<file path="config.mk">
export PLATFORM = sky130hd
export DESIGN_NAME = multicycle_control_unit
export DESIGN_NICKNAME = d
export VERILOG_FILES = /design/src/rtl/mcu_pkg.sv /design/src/rtl/mcu_wait_timer.sv /design/src/rtl/multicycle_control_unit.sv
export SDC_FILE = /design/constraint.sdc
export NUM_CORES = 1
export LEC_CHECK = 0
export CAP_MARGIN = 20
export CORE_MARGIN = 5
export CORE_UTILIZATION = 38
export CTS_CLUSTER_DIAMETER = 120
export DETAILED_ROUTE_END_ITERATION = 7
export HOLD_SLACK_MARGIN = 0.15
export PLACE_DENSITY = 0.88
export SYNTH_ARGS = -nofsm -noshare
export SYNTH_HDL_FRONTEND = slang
export SYNTH_SLANG_ARGS = --single-unit
</file>
<file path="constraint.sdc">
create_clock -name clk -period 2.2 [get_ports clk]
set_clock_uncertainty 0.1 [all_clocks]
set_input_delay 0.44 -clock clk [delete_from_list [all_inputs] [get_ports clk]]
set_output_delay 0.44 -clock clk [all_outputs]
set_load 0.03 [all_outputs]
</file>
<file path="src/rtl/mcu_pkg.sv">
// rtl/mcu_pkg.sv - state, opcode and datapath-select encodings for the multi-cycle controller
package mcu_pkg;

  typedef enum logic [3:0] {
    ST_RESET     = 4'd0,
    ST_FETCH     = 4'd1,
    ST_DECODE    = 4'd2,
    ST_MEM_ADDR  = 4'd3,
    ST_MEM_READ  = 4'd4,
    ST_MEM_WB    = 4'd5,
    ST_MEM_WRITE = 4'd6,
    ST_EXECUTE   = 4'd7,
    ST_R_WB      = 4'd8,
    ST_BRANCH    = 4'd9,
    ST_JUMP      = 4'd10,
    ST_ADDI_EX   = 4'd11,
    ST_ADDI_WB   = 4'd12,
    ST_TRAP      = 4'd13
  } state_t;

  localparam logic [5:0] OP_RTYPE = 6'h00;
  localparam logic [5:0] OP_J     = 6'h02;
  localparam logic [5:0] OP_BEQ   = 6'h04;
  localparam logic [5:0] OP_BNE   = 6'h05;
  localparam logic [5:0] OP_ADDI  = 6'h08;
  localparam logic [5:0] OP_LW    = 6'h23;
  localparam logic [5:0] OP_SW    = 6'h2B;

  localparam logic [1:0] ALU_ADD   = 2'b00;
  localparam logic [1:0] ALU_SUB   = 2'b01;
  localparam logic [1:0] ALU_FUNCT = 2'b10;

  localparam logic [1:0] PC_ALU    = 2'b00;
  localparam logic [1:0] PC_ALUOUT = 2'b01;
  localparam logic [1:0] PC_JUMP   = 2'b10;

  localparam logic [1:0] SRCB_B      = 2'b00;
  localparam logic [1:0] SRCB_FOUR   = 2'b01;
  localparam logic [1:0] SRCB_IMM    = 2'b10;
  localparam logic [1:0] SRCB_IMM_SH = 2'b11;

endpackage

</file>
<file path="src/rtl/mcu_wait_timer.sv">
// rtl/mcu_wait_timer.sv - memory-wait timer; timeout fires on the MAX_WAIT-th stalled cycle
module mcu_wait_timer #(
  parameter int MAX_WAIT = 0,
  parameter int TOW      = 8
) (
  input  logic clk,
  input  logic rst,
  input  logic clear,
  input  logic en,
  input  logic mem_ready,
  output logic timeout
);

  localparam logic [TOW:0] LIMIT = (TOW+1)'(MAX_WAIT);

  logic [TOW-1:0] cnt;

  always_ff @(posedge clk or negedge rst) begin
    if (!rst) begin
      cnt <= '0;
    end else if (clear) begin
      cnt <= '0;
    end else if (en && !mem_ready) begin
      cnt <= cnt + TOW'(1);
    end
  end

  // cnt holds the stalled cycles already seen, so this cycle is stall number cnt+1
  assign timeout = (MAX_WAIT != 0) && en && !mem_ready &&
                   (({1'b0, cnt} + (TOW+1)'(1)) == LIMIT);

endmodule

</file>
<file path="src/rtl/multicycle_control_unit.sv">
// rtl/multicycle_control_unit.sv - multi-cycle MIPS controller FSM; MCU_PERF_CNT_EN adds cycle/instr counters
module multicycle_control_unit
  import mcu_pkg::*;
#(
  parameter int MAX_WAIT = 0,
  parameter int TOW      = 8,
  parameter int CNT_W    = 32
) (
  input  logic       clk,
  input  logic       rst,
  input  logic [5:0] opcode,
  input  logic       mem_ready,
  output logic       PCWrite,
  output logic       PCWriteCond,
  output logic       BranchNE,
  output logic       IorD,
  output logic       MemRead,
  output logic       MemWrite,
  output logic       MemToReg,
  output logic       IRWrite,
  output logic       ALUSrcA,
  output logic       RegWrite,
  output logic       RegDst,
  output logic [1:0] PCSource,
  output logic [1:0] ALUSrcB,
  output logic [1:0] ALUOp,
  output logic [3:0] state,
  output logic       instr_done,
  output logic       illegal_op,
  output logic       mem_timeout
`ifdef MCU_PERF_CNT_EN
  ,
  output logic [CNT_W-1:0] cycle_cnt,
  output logic [CNT_W-1:0] instr_cnt
`endif
);

  if (CNT_W < 1 || TOW < 1 || MAX_WAIT < 0 || MAX_WAIT >= (1 << TOW)) begin : g_bad_params
    $error("multicycle_control_unit: invalid CNT_W/TOW/MAX_WAIT");
  end

  state_t state_q;
  state_t state_d;
  logic   wait_en;
  logic   timeout;
  logic   timer_clear;

  assign wait_en     = (state_q == ST_FETCH) || (state_q == ST_MEM_READ) ||
                       (state_q == ST_MEM_WRITE);
  // A timeout re-enters FETCH, possibly from FETCH itself, so it must also clear the count
  assign timer_clear = (state_d != state_q) || timeout;
  assign mem_timeout = timeout;
  assign state       = state_q;

  mcu_wait_timer #(.MAX_WAIT(MAX_WAIT), .TOW(TOW)) u_wait_timer (
    .clk       (clk),
    .rst       (rst),
    .clear     (timer_clear),
    .en        (wait_en),
    .mem_ready (mem_ready),
    .timeout   (timeout)
  );

  always_ff @(posedge clk or negedge rst) begin
    if (!rst) begin
      state_q <= ST_RESET;
    end else begin
      state_q <= state_d;
    end
  end

  always_comb begin
    state_d     = state_q;
    PCWrite     = 1'b0;
    PCWriteCond = 1'b0;
    BranchNE    = 1'b0;
    IorD        = 1'b0;
    MemRead     = 1'b0;
    MemWrite    = 1'b0;
    MemToReg    = 1'b0;
    IRWrite     = 1'b0;
    ALUSrcA     = 1'b0;
    RegWrite    = 1'b0;
    RegDst      = 1'b0;
    PCSource    = PC_ALU;
    ALUSrcB     = SRCB_B;
    ALUOp       = ALU_ADD;
    instr_done  = 1'b0;
    illegal_op  = 1'b0;
    case (state_q)
      ST_RESET: state_d = ST_FETCH;
      ST_FETCH: begin
        MemRead = 1'b1;
        ALUSrcB = SRCB_FOUR;
        IRWrite = mem_ready;
        PCWrite = mem_ready;
        if (mem_ready) state_d = ST_DECODE;
        else if (timeout) state_d = ST_FETCH;
      end
      ST_DECODE: begin
        ALUSrcB = SRCB_IMM_SH;
        case (opcode)
          OP_LW, OP_SW:   state_d = ST_MEM_ADDR;
          OP_RTYPE:       state_d = ST_EXECUTE;
          OP_BEQ, OP_BNE: state_d = ST_BRANCH;
          OP_J:           state_d = ST_JUMP;
          OP_ADDI:        state_d = ST_ADDI_EX;
          default:        state_d = ST_TRAP;
        endcase
      end
      ST_MEM_ADDR: begin
        ALUSrcA = 1'b1;
        ALUSrcB = SRCB_IMM;
        state_d = (opcode == OP_LW) ? ST_MEM_READ : ST_MEM_WRITE;
      end
      ST_MEM_READ: begin
        MemRead = 1'b1;
        IorD    = 1'b1;
        if (mem_ready) state_d = ST_MEM_WB;
        else if (timeout) state_d = ST_FETCH;
      end
      ST_MEM_WB: begin
        RegWrite   = 1'b1;
        MemToReg   = 1'b1;
        instr_done = 1'b1;
        state_d    = ST_FETCH;
      end
      ST_MEM_WRITE: begin
        MemWrite   = 1'b1;
        IorD       = 1'b1;
        instr_done = mem_ready;
        if (mem_ready || timeout) state_d = ST_FETCH;
      end
      ST_EXECUTE: begin
        ALUSrcA = 1'b1;
        ALUOp   = ALU_FUNCT;
        state_d = ST_R_WB;
      end
      ST_R_WB: begin
        RegDst     = 1'b1;
        RegWrite   = 1'b1;
        instr_done = 1'b1;
        state_d    = ST_FETCH;
      end
      ST_BRANCH: begin
        ALUSrcA     = 1'b1;
        ALUOp       = ALU_SUB;
        PCWriteCond = 1'b1;
        PCSource    = PC_ALUOUT;
        BranchNE    = (opcode == OP_BNE);
        instr_done  = 1'b1;
        state_d     = ST_FETCH;
      end
      ST_JUMP: begin
        PCWrite    = 1'b1;
        PCSource   = PC_JUMP;
        instr_done = 1'b1;
        state_d    = ST_FETCH;
      end
      ST_ADDI_EX: begin
        ALUSrcA = 1'b1;
        ALUSrcB = SRCB_IMM;
        state_d = ST_ADDI_WB;
      end
      ST_ADDI_WB: begin
        RegWrite   = 1'b1;
        instr_done = 1'b1;
        state_d    = ST_FETCH;
      end
      ST_TRAP: begin
        illegal_op = 1'b1;
        state_d    = ST_FETCH;
      end
      default: state_d = ST_FETCH;
    endcase
  end

`ifdef MCU_PERF_CNT_EN
  always_ff @(posedge clk or negedge rst) begin
    if (!rst) begin
      cycle_cnt <= '0;
      instr_cnt <= '0;
    end else begin
      if (state_q != ST_RESET) cycle_cnt <= cycle_cnt + CNT_W'(1);
      if (instr_done) instr_cnt <= instr_cnt + CNT_W'(1);
    end
  end
`endif

endmodule

</file>
==> flow_summary.ini, run 1 <==
[run_status]
status = finished clean

[die]
start_util_pct = 40.3
rows = 13
fp.dieArea_mm2 = 0.00224
die_x_um = 47.4
die_y_um = 47.4
core_area_mm2 = 0.00132
ioPinCount = 33

[placed_design]
dpl.hpwl_mm = 1.35
dpl.cell_count = 129
place_area_um2 = 887
pre_cts_ws_ns = 0.0366
port-buffer-count = 31
place_congestion = 0.833

[global_route]
grt_pass1_wl_mm = 2.60
grt_overflow = 0
use_met2_pct = 29.9
grt_max_degree = 17
use_met1_pct = 18.5
met3_usage_pct = 3.83
antenna_found_initial = 0
grt-busiest-layer = met2
grt_pass1_vias = 626
grt_use_total_pct = 15.9

[timing]
setup_violations = 0
hold_viol = 0
finalCritPeriodShare_pct = 96.7
maxSlewViolCount = 0
hold-worst-slack_ns = 0.300
fin_crit_ns = 2.13
setup_ws_ns = 0.0715
max_freq_ghz = 0.470
finalSetupTns_ns = 0

[clock_tree]
cts.reportedPaths.clkPinSlew_ns = 0.04
insertion_delay_ns = 0.24
cts_buffer_depth = 2
h-tree-depth = 1
numClockSinks = 4
tritoncts = built
cts_buffers = 3
ctsRootBufferMaster = clkbuf_4

[synth]
synth_top_area_cell = dfrtp_1
synth_edf_count = 0
synthArstFlopShare_pct = 100
syn-num-nets = 87
synth_top_area_share_pct = 18.9
yosysMostFrequentCell = nor2_1
syn_inst = 78
syn-cell-area_um2 = 531
yosysUniqueCellTypes = 32
synth_ff_type = dfrtp_1
avgSynthCellArea_um2 = 6.80
synth_area_leaders = dfrtp_1 (19%), nor2_1 (9.9%), nand2b_1 (8.3%)
ys_ff_latch = 4
synth_warnings = 0
synth_commonest_cells = nor2_1 (14), nand2_1 (10), nand2b_1 (7)
ys_seq_area_share_pct = 18.9

[critical_path]
crit_path_end = BranchNE
crit_path_start_kind = primary input
crit_arrival_ns = 1.59
reg2reg_slack_ns = 0.60
worstSetupPathType = primary input to primary output
end_kind = primary output
crit_start = opcode[1]
reg2reg_from = state[3]
regToRegEndpoint = state[1]
worstPathRequired_ns = 1.66
r2r_cells = 5
crit_fanout = 2

[power]
vdd_drop_max_v = 0.000824
design_power_total_mw = 1.20
power_density_mw_per_mm2 = 1280
p_leak_nw = 0.466

[flow_run]
drv_cap = 0

[route]
vias = 728
firstDrtPassIters = 4
final_antenna_net_count = 0
drc = 0
post_drt_wl_per_cell_um = 13.2
drt-initial-drc-count = 12
finalWirelength_mm = 1.78
avgViaCountPerCell = 5.39

[finish]
largest_register_ffs = 4
final_util_pct = 71.2
nNetsFinal = 131
area_growth_pct = 76.9
drive_above_1_share_pct = 30.0
num_antenna_cells = 0
fin_area_um2 = 938
stdcell_count = 135

[worst_hold_path]
hold_path_class = primary input to async pin
## kinds of logic after synthesis
| kind of cell | count (synthesis) | synth area share [%] |
|---|---|---|
| other | 1 | 0.707 |
| flip-flops | 4 | 18.9 |
| adder cells (fa/ha/maj) | 1 | 1.89 |
| AND/OR/NAND/NOR | 43 | 43.2 |
| buffers and inverters | 8 | 8.25 |
| AO/OA/AOI/OAI | 21 | 27.1 |
## placed cells by master, fill, tap and decap left out, drive strengths merged, types with 2 or more instances in the layout
| cell type | n |
|---|---|
| dlygate4sd2 | 9 |
| a21oi | 4 |
| and3 | 3 |
| o32ai | 2 |
| dlymetal6s2s | 2 |
| clkbuf | 3 |
| nand2 | 10 |
| nor2b | 2 |
| dfrtp | 4 |
| buf | 25 |
| nand2b | 7 |
| nor3 | 3 |
| o21ai | 5 |
| a21boi | 2 |
| nor2 | 14 |
| a211oi | 2 |
| clkdlybuf4s50 | 10 |
## layer usage
layer  routed length (um)  up-vias  share of wire, %
met1                  731      331                41
met2                  900       28                50
li1                     -      365                 -
met5                    0        -                 0
met4                   41        0               2.3
met3                  110        4               6.2
## power by group
group          leakage, nW  internal [mW]  switching [mW]
combinational        0.405          0.389           0.540
clock               0.0138         0.0611          0.0308
sequential          0.0467          0.105          0.0760
total                0.466          0.555           0.646
## critical path, stage by stage
cell and delay (ns):
clkdlybuf4s50_1 0.45, nor3_2 0.19, and3b_1 0.19, and3_2 0.19, buf_6 0.13
## worst min-delay path by stage
| stage | start | to | slack, ns | cells after the start |
|---|---|---|---|---|
| after floorplan | rst | state[0] | 0.04 | 0 |
| after global placement | rst | state[3] | 0.55 | 1 |
| after detailed placement | rst | state[1] | 0.56 | 1 |
| after CTS | rst | state[1] | 0.30 | 1 |
| after global routing | rst | state[1] | 0.30 | 1 |
| final | rst | state[0] | 0.30 | 1 |
## what timing repair did
action / 4_1_cts / 5_1_grt
hold buffers: 0 / 0
pin swaps: 0 / 2
setup buffers: 0 / 3
endpoints found under the setup margin: 11 / 3
resized for setup: 11 / 5
## area by class of cell
| cell class | count | area [um^2] |
|---|---|---|
| Timing Repair Buffer | 46 | 395 |
| Fill cell | 106 | 379 |
| Multi-Input combinational cell | 66 | 394 |
| Clock buffer | 3 | 22.5 |
| Tap cell | 15 | 18.8 |
| Sequential cell | 4 | 104 |
| Inverter | 1 | 3.75 |
(Power assumes the default switching activity.)
==> run 2: changes to the inputs <==
--- a/config.mk
+++ b/config.mk
@@ -5,13 +5,13 @@
 export SDC_FILE = /design/constraint.sdc
 export NUM_CORES = 1
 export LEC_CHECK = 0
-export CAP_MARGIN = 20
+export ABC_AREA = 1
 export CORE_MARGIN = 5
-export CORE_UTILIZATION = 38
+export CORE_UTILIZATION = 39
 export CTS_CLUSTER_DIAMETER = 120
 export DETAILED_ROUTE_END_ITERATION = 7
 export HOLD_SLACK_MARGIN = 0.15
-export PLACE_DENSITY = 0.88
+export PLACE_DENSITY = 0.89
 export SYNTH_ARGS = -nofsm -noshare
 export SYNTH_HDL_FRONTEND = slang
 export SYNTH_SLANG_ARGS = --single-unit
==> run 2 against run 1 <==
  * Flip-flop and latch count stayed put
  * Hold slack better by 0.0091 ns
  * Sequential share of layout area rose by 0.46 points
  * Clock power down 7.7%
  * Routed wire length decreased by 4.2%
  * Worst setup slack improved by 0.030 ns
  * Critical path depth increased by 1
  * Register-to-register slack improved by 0.21 ns
  * Non-clock buffer count decreased by 12
==> flow_summary.ini, run 2 <==
[critical_path]
crit_path_end = MemRead
crit_fanout = 6
crit_path_start_kind = flip-flop
crit_start = state[3]
reg2reg_slack_ns = 0.81
end_kind = primary output
regToRegEndpoint = state[0]
reg2reg_from = state[3]
worstSetupPathType = flip-flop to primary output
crit_arrival_ns = 1.56
r2r_cells = 7
worstPathRequired_ns = 1.66

[clock_tree]
h-tree-depth = 1
cts_buffer_depth = 2
numClockSinks = 4
cts.reportedPaths.clkPinSlew_ns = 0.04
holdBufCountCts = 0
cts_buffers = 3
insertion_delay_ns = 0.22
ctsRootBufferMaster = clkbuf_4
tritoncts = built

[timing]
fin_crit_ns = 2.10
finalCritPeriodShare_pct = 95.4
maxSlewViolCount = 0
rsz0062_at_grt = no
hold_viol = 0
max_freq_ghz = 0.477
setup_violations = 0
finalSetupTns_ns = 0

[synth]
synth_top_area_cell = dfrtp_1
syn-num-nets = 106
synth_top_area_share_pct = 18.6
ys_ff_latch = 4
avgSynthCellArea_um2 = 5.56
synth_ff_type = dfrtp_1
ys_seq_area_share_pct = 18.6
yosysMostFrequentCell = nor2_1
synth_area_leaders = dfrtp_1 (19%), nor2_1 (14%), nand2_1 (13%)
yosysUniqueCellTypes = 20
synth_commonest_cells = nor2_1 (20), nand2_1 (18), inv_1 (14)
syn-cell-area_um2 = 539
syn_inst = 97
synth_warnings = 0
synth_edf_count = 0
synthArstFlopShare_pct = 100

[global_route]
antenna_found_initial = 0
grt_pass1_vias = 689
grt_pass1_wl_mm = 2.70
grt_overflow = 0
grt_use_total_pct = 16.6
grt_max_degree = 7

[route]
final_antenna_net_count = 0
firstDrtPassIters = 4
finalWirelength_mm = 1.71
vias = 718
drt-initial-drc-count = 33
drc = 0
post_drt_wl_per_cell_um = 11.7
avgViaCountPerCell = 4.92

[placed_design]
dpl.cell_count = 143
dpl.hpwl_mm = 1.50
place_congestion = 0.858
port-buffer-count = 31

[flow_run]
drv_cap = 0

[finish]
seq_area_um2 = 100
stdcell_count = 146
num_antenna_cells = 0
largest_register_ffs = 4
multi_input_area_um2 = 350
drive_above_1_share_pct = 22.9
final_cell_mix = nand2_1 (18), nor2_1 (18), inv_1 (14)
fill_cells = 132
nNetsFinal = 142
area_growth_pct = 61.0

[worst_hold_path]
hold_path_class = primary input to async pin

[die]
core_area_mm2 = 0.00130
ioPinCount = 33
die_x_um = 47.2
die_y_um = 47.2
fp.dieArea_mm2 = 0.00223
rows = 13
start_util_pct = 41.4

[power]
power_density_mw_per_mm2 = 1390
p_leak_nw = 0.508
vdd_drop_max_v = 0.000758

[run_status]
status = finished clean
## run 2: worst min-delay path by stage
stage,startpoint,to,slack (ns),depth (start not counted)
5_1_grt,rst,state[1],0.32,1
4_1_cts,rst,state[1],0.31,1
2_1_floorplan,rst,state[0],0.04,0
3_3_place_gp,state[2],state[2],0.53,2
3_5_place_dp,state[2],state[2],0.54,2
6_report,rst,state[1],0.31,1
## run 2: final cells by class
type | count | area share, %
multi-input combinational | 71 | 40.3
inverter | 19 | 8.21
timing repair buffer | 34 | 35.2
clock buffer | 3 | 2.59
tap | 15 | 2.16
sequential | 4 | 11.5
## run 2: repair_timing
item / 4_1_cts / 5_1_grt
gates resized for setup: 12 / 1
setup endpoints to repair: 12 / 1
setup buffers: 0 / 0
## run 2: per-stage QoR
step	setup slack, ns	hold slack (ns)	instance area (um^2)	utilization, %	total power, mW
finish	0.102	0.309	868	66.7	1.21
CTS	0.0176	0.309	866	66.5	1.21
detailed placement	0.0833	0.542	858	66.0	1.17
global route	0.0134	0.321	868	66.7	1.29
floorplan	0.0242	0.0444	544	-	0.805
global placement	0.0793	0.534	858	66.0	1.15
## run 2: layer usage
metal / up-vias / part of all wire, % / GRT usage, %
li1: 368 / - / -
met1: 321 / 41 / 20.0
met2: 25 / 50 / 29.5
met3: 4 / 6.6 / 1.92
met4: 0 / 1.9 / 6.63
met5: - / 0 / 0
## run 2: kinds of logic after synthesis
| logic type | Yosys count | share of synthesized area [%] |
|---|---|---|
| buffers and inverters | 22 | 17.4 |
| DFF | 4 | 18.6 |
| other | 1 | 0.695 |
| AOI/OAI and AO/OA | 11 | 13.0 |
| and+or+nand+nor | 59 | 50.3 |
## run 2: worst max-delay path, stage by stage (launching register included)
cell and delay [ns]:
dfrtp_1 0.37, inv_2 0.13, nand2_2 0.11, nor2_1 0.18, inv_1 0.09, nand2_1 0.06
dlygate4sd2_1 0.39
## run 2: power by group
group | leakage, nW | switching [mW] | total [mW] | internal [mW]
combinational | 0.444 | 0.646 | 0.979 | 0.333
clock | 0.0138 | 0.0242 | 0.0848 | 0.0606
sequential | 0.0499 | 0.0387 | 0.145 | 0.106
total | 0.508 | 0.709 | 1.21 | 0.500
